**config.mk**
```make
export PLATFORM = sky130hd
export DESIGN_NAME = slice_sequencer_flat
export DESIGN_NICKNAME = d
export VERILOG_FILES = /design/src/rtl/slice_sequencer_if.sv /design/src/rtl/slice_sequencer.sv /design/src/flat_wrapper.sv
export SDC_FILE = /design/constraint.sdc
export NUM_CORES = 1
export LEC_CHECK = 0
export CORE_AREA = 4 4 68 70
export DETAILED_ROUTE_END_ITERATION = 7
export DIE_AREA = 0 0 72 74
export GPL_TIMING_DRIVEN = 1
export PLACE_DENSITY = 0.76
export SLEW_MARGIN = 40
export SYNTH_ARGS = -nofsm -noshare
export SYNTH_HDL_FRONTEND = slang
export SYNTH_SLANG_ARGS = --single-unit
export TNS_END_PERCENT = 5
```
**constraint.sdc**
```tcl
create_clock -name clk -period 1.7 [get_ports clk]
set_input_delay 0.255 -clock clk [delete_from_list [all_inputs] [get_ports clk]]
set_output_delay 0.255 -clock clk [all_outputs]
set_load 0.01 [all_outputs]
```
**src/rtl/slice_sequencer_if.sv**
```systemverilog
// Handshake bundle for slice_sequencer: wide-word input side and narrow slice output side.
interface slice_sequencer_if #(
  parameter int INPUT_DATA_WIDTH = 32,
  parameter int SLICE_WIDTH      = 8
);
  localparam int NUM_SLICES = INPUT_DATA_WIDTH / SLICE_WIDTH;
  localparam int IDX_W      = ($clog2(NUM_SLICES) > 1) ? $clog2(NUM_SLICES) : 1;
  localparam int CNT_W      = $clog2(NUM_SLICES + 1);

  logic [INPUT_DATA_WIDTH-1:0] in_data;
  logic [CNT_W-1:0]            in_count;
  logic                        in_valid;
  logic                        in_ready;
  logic [SLICE_WIDTH-1:0]      out_data;
  logic [IDX_W-1:0]            out_index;
  logic                        out_last;
  logic                        out_valid;
  logic                        out_ready;
  logic                        busy;

  // Upstream/downstream environment view
  modport master (
    output in_data, in_count, in_valid, out_ready,
    input  in_ready, out_data, out_index, out_last, out_valid, busy
  );

  // Sequencer view
  modport slave (
    input  in_data, in_count, in_valid, out_ready,
    output in_ready, out_data, out_index, out_last, out_valid, busy
  );
endinterface

```
**src/rtl/slice_sequencer.sv**
```systemverilog
// slice_sequencer: holds one wide word and emits it as SLICE_WIDTH slices,
// one per output handshake, MSB-first or LSB-first, with index and last flag.
module slice_sequencer #(
  parameter     BLOCK_NAME       = "slice_sequencer",
  parameter int X                = 0,
  parameter int Y                = 0,
  parameter int DX               = 0,
  parameter int DY               = 0,
  parameter int INPUT_DATA_WIDTH = 32,
  parameter int SLICE_WIDTH      = 8,
  parameter int MSB_FIRST        = 1
) (
  input logic             clk,
  input logic             rst_n,
  slice_sequencer_if.slave bus
);
  localparam int NUM_SLICES = INPUT_DATA_WIDTH / SLICE_WIDTH;
  localparam int IDX_W      = ($clog2(NUM_SLICES) > 1) ? $clog2(NUM_SLICES) : 1;
  localparam int CNT_W      = $clog2(NUM_SLICES + 1);
  localparam logic [CNT_W-1:0] NUM_CNT = CNT_W'(NUM_SLICES);

  // Placement and naming parameters only label the block in diagrams
  localparam int unused_diagram_pos = X + Y + DX + DY;
  localparam int unused_name_bits   = $bits(BLOCK_NAME);

  localparam logic [0:0] ST_IDLE  = 1'b0;
  localparam logic [0:0] ST_SHIFT = 1'b1;

  logic [0:0]                  state_q, state_d;
  logic [INPUT_DATA_WIDTH-1:0] work_q, work_d;
  logic [CNT_W-1:0]            remain_q, remain_d;
  logic [SLICE_WIDTH-1:0]      out_data_q, out_data_d;
  logic [IDX_W-1:0]            out_index_q, out_index_d;
  logic                        out_last_q, out_last_d;

  logic                        out_hs;
  logic                        last_hs;
  logic                        in_ready;
  logic                        accept;
  logic [CNT_W-1:0]            eff_count;
  logic [INPUT_DATA_WIDTH-1:0] work_next;

  // The slice at the head of the working register in the configured order
  function automatic logic [SLICE_WIDTH-1:0] head_slice(input logic [INPUT_DATA_WIDTH-1:0] word);
    if (MSB_FIRST != 0) return word[INPUT_DATA_WIDTH-1 -: SLICE_WIDTH];
    else                return word[SLICE_WIDTH-1:0];
  endfunction

  // Handshake decode, clamped count and the shifted working word
  always_comb begin
    out_hs    = (state_q == ST_SHIFT) && bus.out_ready;
    last_hs   = out_hs && out_last_q;
    in_ready  = (state_q == ST_IDLE) || last_hs;
    accept    = bus.in_valid && in_ready;
    eff_count = ((bus.in_count == '0) || (bus.in_count > NUM_CNT)) ? NUM_CNT : bus.in_count;
    work_next = (MSB_FIRST != 0) ? (work_q << SLICE_WIDTH) : (work_q >> SLICE_WIDTH);
  end

  // Next-state: load on accept, advance on a non-last handshake, drop to idle after the last one
  always_comb begin
    state_d     = state_q;
    work_d      = work_q;
    remain_d    = remain_q;
    out_data_d  = out_data_q;
    out_index_d = out_index_q;
    out_last_d  = out_last_q;
    if (accept) begin
      state_d     = ST_SHIFT;
      work_d      = bus.in_data;
      remain_d    = eff_count;
      out_data_d  = head_slice(bus.in_data);
      out_index_d = '0;
      out_last_d  = (eff_count == CNT_W'(1));
    end else if (last_hs) begin
      state_d     = ST_IDLE;
      remain_d    = '0;
      out_index_d = '0;
      out_last_d  = 1'b0;
    end else if (out_hs) begin
      work_d      = work_next;
      remain_d    = remain_q - CNT_W'(1);
      out_data_d  = head_slice(work_next);
      out_index_d = out_index_q + IDX_W'(1);
      out_last_d  = (remain_q == CNT_W'(2));
    end
  end

  // State and datapath registers; reset discards any held word at once
  always_ff @(posedge clk or negedge rst_n) begin
    if (!rst_n) begin
      state_q     <= ST_IDLE;
      work_q      <= '0;
      remain_q    <= '0;
      out_data_q  <= '0;
      out_index_q <= '0;
      out_last_q  <= 1'b0;
    end else begin
      state_q     <= state_d;
      work_q      <= work_d;
      remain_q    <= remain_d;
      out_data_q  <= out_data_d;
      out_index_q <= out_index_d;
      out_last_q  <= out_last_d;
    end
  end

  // Drive the bundle; only in_ready is combinational
  always_comb begin
    bus.in_ready  = in_ready;
    bus.out_data  = out_data_q;
    bus.out_index = out_index_q;
    bus.out_last  = out_last_q;
    bus.out_valid = (state_q == ST_SHIFT);
    bus.busy      = (state_q == ST_SHIFT);
  end
endmodule

```
**src/flat_wrapper.sv**
```systemverilog
// flat-port wrapper written by rule: the top's interface ports become plain ports
module slice_sequencer_flat 
#(
  parameter     BLOCK_NAME       = "               ",
  parameter int X                = 0,
  parameter int Y                = 0,
  parameter int DX               = 0,
  parameter int DY               = 0,
  parameter int INPUT_DATA_WIDTH = 32,
  parameter int SLICE_WIDTH      = 8,
  parameter int MSB_FIRST        = 1
)
  (clk, rst_n, bus_in_data, bus_in_count, bus_in_valid, bus_out_ready, bus_in_ready, bus_out_data, bus_out_index, bus_out_last, bus_out_valid, bus_busy);
  slice_sequencer_if #(.INPUT_DATA_WIDTH(INPUT_DATA_WIDTH), .SLICE_WIDTH(SLICE_WIDTH)) bus_i ();
  input logic clk;
  input logic rst_n;
  input wire logic [$bits(bus_i.in_data)-1:0] bus_in_data;
  input wire logic [$bits(bus_i.in_count)-1:0] bus_in_count;
  input wire logic [$bits(bus_i.in_valid)-1:0] bus_in_valid;
  input wire logic [$bits(bus_i.out_ready)-1:0] bus_out_ready;
  output wire logic [$bits(bus_i.in_ready)-1:0] bus_in_ready;
  output wire logic [$bits(bus_i.out_data)-1:0] bus_out_data;
  output wire logic [$bits(bus_i.out_index)-1:0] bus_out_index;
  output wire logic [$bits(bus_i.out_last)-1:0] bus_out_last;
  output wire logic [$bits(bus_i.out_valid)-1:0] bus_out_valid;
  output wire logic [$bits(bus_i.busy)-1:0] bus_busy;
  assign bus_i.in_data = bus_in_data;
  assign bus_i.in_count = bus_in_count;
  assign bus_i.in_valid = bus_in_valid;
  assign bus_i.out_ready = bus_out_ready;
  assign bus_in_ready = bus_i.in_ready;
  assign bus_out_data = bus_i.out_data;
  assign bus_out_index = bus_i.out_index;
  assign bus_out_last = bus_i.out_last;
  assign bus_out_valid = bus_i.out_valid;
  assign bus_busy = bus_i.busy;
  slice_sequencer #(.BLOCK_NAME(BLOCK_NAME), .X(X), .Y(Y), .DX(DX), .DY(DY), .INPUT_DATA_WIDTH(INPUT_DATA_WIDTH), .SLICE_WIDTH(SLICE_WIDTH), .MSB_FIRST(MSB_FIRST)) u_core (.clk(clk), .rst_n(rst_n), .bus(bus_i));
endmodule
```
Yosys cells after proc, flatten, opt, wreduce, memory -nomap -nowiden:

Index checks and enable logic that the tools add are counted.

* add/subtract/negate cells: 2
* $lt $le $gt $ge: 1
* eq/ne operators: 3
* mux-type cells: 18
* bitwise gates (word level): 1
* reductions and logical operators: 10

Operator list (count)
* $mux W24: 3
* $mux W8: 3
* $mux W3: 4
* $mux W2: 3
* $mux W1: 5
* $reduce_bool A2 Y1: 2
* $eq A3 B1 Y1 const B: 1
* $eq A3 B2 Y1 const B: 1
* $gt A3 B3 Y1 const B: 1
* $logic_and A1 B1 Y1: 3
* $logic_not A3 Y1: 1
* $reduce_bool A3 Y1: 1
* $sub A3 B1 Y3 const B: 1
* $add A2 B1 Y2 const B: 1
* $logic_or A1 B1 Y1: 2
* $ne A2 B2 Y1 const B: 1
* $reduce_and A2 Y1: 1
* $not A1 Y1: 1

* bits in registers: 39
* input port bits: 39
* logic and storage cells: 41

Longest topological paths before layout:

Gate-level depths: netlist of the first run.

* depth after elaboration: 6
* mapped depth: 6

Worst setup path after synthesis of the first run:

No wires, ideal clock.

* path kind: register to register
* start: register u_core.state_q, in the netlist u_core.bus.busy
* end: register u_core.work_q[23]
* library setup time: 126 ps
* data arrival time: 1389 ps
* data required time: 1574 ps
* path slack: 185 ps
* cell stages (with the launch flop): 6
* buffers on the path: 2
* clock period less this slack: 1515 ps
* path through: dfrtp_1 a21bo_2 buf_6 buf_6 and3_1 a221o_1

* word-level cells in the longest chain between the ends: 6
* elaborated cells between the ends (all ways): 9

Ends and longest elaborated chain
* from (decl): RTL line slice_sequencer.sv:29 `logic [0:0] state_q, state_d;`
* from (signal assigned): RTL line slice_sequencer.sv:98 `state_q <= state_d;`
* $logic_and A1 B1 Y1: RTL line slice_sequencer.sv:51 `out_hs = (state_q == ST_SHIFT) && bus.out_ready;`
* $logic_and A1 B1 Y1: RTL line slice_sequencer.sv:52 `last_hs = out_hs && out_last_q;`
* $logic_or A1 B1 Y1: RTL line slice_sequencer.sv:53 `in_ready = (state_q == ST_IDLE) || last_hs;`
* $logic_and A1 B1 Y1: RTL line slice_sequencer.sv:54 `accept = bus.in_valid && in_ready;`
* $ne A2 B2 Y1 (no line) or $reduce_bool A2 Y1 (tied branches)
* $reduce_and A2 Y1 (no line)
* to (signal assigned): RTL line slice_sequencer.sv:99 `work_q <= work_d;`
* to (decl): RTL line slice_sequencer.sv:30 `logic [INPUT_DATA_WIDTH-1:0] work_q, work_d;`

Several ways; a longest one is shown, not always the timed one.
A chain may end at the register's enable or synchronous reset.

Final worst setup path of the first run:

* start: input port bus_out_ready
* end: output port bus_in_ready

* word-level cells in the longest chain between the ends: 3

Ends and longest elaborated chain
* from (decl): RTL line flat_wrapper.sv:20 `input wire logic [$bits(bus_i.out_ready)-1:0] bus_out_ready;`
* $logic_and A1 B1 Y1: RTL line slice_sequencer.sv:51
* $logic_and A1 B1 Y1: RTL line slice_sequencer.sv:52
* $logic_or A1 B1 Y1: RTL line slice_sequencer.sv:53
* to (decl): RTL line flat_wrapper.sv:21 `output wire logic [$bits(bus_i.in_ready)-1:0] bus_in_ready;`

Every way passes these cells.

==> results of run 1 <==
## path summary, 6_finish.rpt
path | from | end | slack, ns | cells after the start
min in group clk | u_core.bus.out_index[1]$_DFFE_PN0P_ | u_core.bus.out_index[1]$_DFFE_PN0P_ | 0.49 | 1
max in group asynchronous | rst_n | u_core.bus.out_data[3]$_DFFE_PN0P_ | 1.36 | 2
worst max-delay path | bus_out_ready | bus_in_ready | 0.08 | 4
worst min register to register | u_core.bus.out_index[1]$_DFFE_PN0P_ | u_core.bus.out_index[1]$_DFFE_PN0P_ | 0.49 | 1
worst max register to register | u_core.bus.out_last$_DFFE_PN0P_ | u_core.bus.out_data[7]$_DFFE_PN0P_ | 0.14 | 4
worst min-delay path | rst_n | u_core.bus.out_data[5]$_DFFE_PN0P_ | 0.006 | 2
## repair_timing
item	in CTS	in global routing
hold buffers	0	0
resized for setup	1	2
cloned	0	1
endpoints found under the setup margin	1	25
pin swaps	1	1
setup buffers	1	0
## cells in the mapped netlist, drive strengths merged (2+ instances only)
| cell | count |
|---|---|
| buf | 8 |
| ha | 3 |
| o21ai | 10 |
| inv | 5 |
| a221o | 24 |
| and3b | 2 |
| dfrtp | 39 |
| a21oi | 3 |
| and3 | 24 |
| nand2 | 16 |
| mux2i | 2 |
| nand3 | 8 |
| clkbuf | 8 |
## power by group
part	internal (mW)	total (mW)	switching (mW)	leakage (nW)
Sequential	1.31	1.58	0.267	0.493
Combinational	0.729	1.28	0.549	0.638
Clock	0.370	0.678	0.308	0.0515
Total	2.41	3.54	1.12	1.18
## worst max-delay path: cells and delay by family
family          cells  cell delay [ns]
compound gates      1             0.22
buf+inv             3             0.89
## sequential cells by signal, summed over array words and instances (netlist names)
register / flops
u_core.remain_q: 3
u_core.bus.out_last: 1
u_core.bus.out_data: 8
u_core.work_q: 24
u_core.bus.busy: 1
u_core.bus.out_index: 2
## metal layers
layer | track usage [%] | up-vias
met5 | 0 | -
met4 | 7.31 | 0
met3 | 4.73 | 3
met2 | 29.5 | 69
met1 | 22.9 | 754
li1 | - | 733
## per-stage QoR
stage	TNS [ns]	worst slack (ns)	hold slack, ns	power, mW
final	0	0.0793	0.00621	3.54
after CTS	0	0.0724	0.0126	3.55
after global routing	0	0.0102	0.0408	3.75
after global placement	-10.14	-0.347	0.325	2.77
after floorplan	0	0.185	-0.0406	2.25
after detailed placement	-6.96	-0.249	0.326	2.85
## area by class of cell
| class | instances | area (um^2) | share of cell area (%) |
|---|---|---|---|
| repair buffers | 64 | 608 | 24.2 |
| well taps | 50 | 62.6 | 2.49 |
| inverters | 5 | 18.8 | 0.747 |
| multi-input cells | 106 | 748 | 29.8 |
| clock buffers | 8 | 100 | 3.98 |
| flip-flops and latches | 39 | 976 | 38.8 |
## cell families after synthesis
group / Yosys count
xor+xnor: 1
mux: 2
fa+ha+maj: 3
buf+inv: 21
compound gates: 42
flops: 39
simple gates: 57
==> impl_metrics.yaml, run 1 <==
layout:
  final_cells: 272
  post-route-cell-area_um2: 2510
  n_antenna_cell: 0
  fill_cell_instance_count_of_the_final_layout: 303
  layout_commonest_cell: "sky130_fd_sc_hd__clkdlybuf4s50_1"
  finish.net_count: 263
  area.growth.synth_to_final_pct: 38.7
  top_library_cells_by_usage_in_the_layout_fill_and_taps_aside: "sky130_fd_sc_hd__clkdlybuf4s50_1 (50), sky130_fd_sc_hd__dfrtp_1 (39), sky130_fd_sc_hd__and3_1 (24), sky130_fd_sc_hd__a221o_1 (24), sky130_fd_sc_hd__nand2_1 (16)"
  layout-drive-gt1-share_pct: 10.8
  utilization_pct: 63.3
synth:
  postSynth.asyncResetShare_pct: 100
  ys_ff_latch: 39
  muxShareOfSynthArea_pct: 1.10
  synth.largest_area_cell: "sky130_fd_sc_hd__dfrtp_1"
  synth_top_family_by_area: "compound AO/OA/AOI/OAI gates"
  synth-edff-count: 0
  synthSimpleGateAreaFrac_pct: 17.5
  synth_seq_area_share_pct: 53.9
  syn-instance-count: 165
  post-synth-top-area-fraction_pct: 53.9
  yosys_warnings: 0
  synth_compound_gate_area_share_pct: 19.3
  synth.distinct_cells: 29
  synth_flop_cell: "sky130_fd_sc_hd__dfrtp_1"
  synth.cell_area_um2: 1810
  synth_area_leaders: "sky130_fd_sc_hd__dfrtp_1 (54%), sky130_fd_sc_hd__a221o_1 (13%), sky130_fd_sc_hd__and3_1 (8.3%), sky130_fd_sc_hd__nand2_1 (3.3%), sky130_fd_sc_hd__o21ai_0 (2.8%)"
  synthesis.nets: 207
  syn-mean-instance-area_um2: 11.0
  synth_xor_xnor_area_share_pct: 0.483
  synth_fa_ha_area_share_pct: 2.07
global_route:
  number_of_global_route_vias_before_repair: 1517
  pin_count_of_the_biggest_net_entering_global_routing: 40
  grt_use_total_pct: 18.0
  globalRoute.totalOverflow: 0
  grt_first_pass_wirelength_mm: 7.40
  antenna_found_initial: 0
placed_design:
  place_hpwl_mm: 3.22
  routabilityCongestion: 0.769
  placement.cell_area_um2: 2390
  io_buffers: 52
  cell_total_after_placement: 262
power:
  worst_ir_drop_vdd_mv: 0.545
  power.density_nw_per_um2: 1410
  cellLeakagePower_nw: 1.18
worst_setup_path:
  cp_max_fo: 4
  crit_path_cell_trace: "clkdlybuf4s50_1, a21bo_2, buf_4, dlygate4sd2_1"
  critical-path-max-stage-delay_ns: 0.47
  timing.critical_path.arrival_ns: 1.37
  worst_path_cell_with_the_longest_stage_delay: "sky130_fd_sc_hd__clkdlybuf4s50_1"
  worst-setup-path-type: "in2out"
  required_ns: 1.44
  kind_of_end_point_of_the_critical_path: "output pin"
  cp-start-kind: "input pin"
sta:
  grt_setup_unrepaired: "no"
  drv_slew: 0
  worstMarginPinSlew_ns: 0.580
  min_period_ns: 1.62
  period_share_pct: 95.3
  clock.fmax_ghz: 0.617
  final_hold_fails: 0
  skew_ns: 0.00331
  slew_headroom_pct: 61.3
  setup-violations-final: 0
detailed_routing:
  num_vias: 1559
  drt-pass1-iter-count: 4
  met3_length_um: 333
  post_drt_via_cell_ratio: 5.73
  route.met2.wl_mm: 2.33
  post-route-drc-count: 0
  drt-met1-wl_mm: 1.91
  wirelength_mm: 4.60
  dr.max_layer_used: "met4"
  drt_iter0_drc: 123
  route.antenna.remaining_nets: 0
  wl_per_cell_um: 16.9
die:
  floorplan.initialDensity_pct: 45.6
  die_h_um: 74
  die_x_um: 72
  core_um2: 3970
  floorplan.io_pins: 53
  floorplan.rows: 23
  floorplan_die_area_um2: 5330
clock_tree:
  cts_made_buffers: 5
  clock_path_buffers: 2
  htree_levels: 2
  clkSinkCount: 39
  insertion_delay_ns: 0.29
  clkSlewWorstSetupHoldPaths_ns: 0.07
  clock_tree.root_cell: "sky130_fd_sc_hd__clkbuf_8"
  tritoncts: "built"
run_status:
  outcome: "finished, final reports clean"
min_path:
  holdCritPathClass: "in2async"
run:
  timing.max_cap.violations: 0
Power figures use the tool's default switching activity.
==> inputs of run 2 (changes only) <==
TNS_END_PERCENT = 1   (was 5)
==> results of run 2 <==
The final DEF is identical to that of run 1; final timing and power are the same.
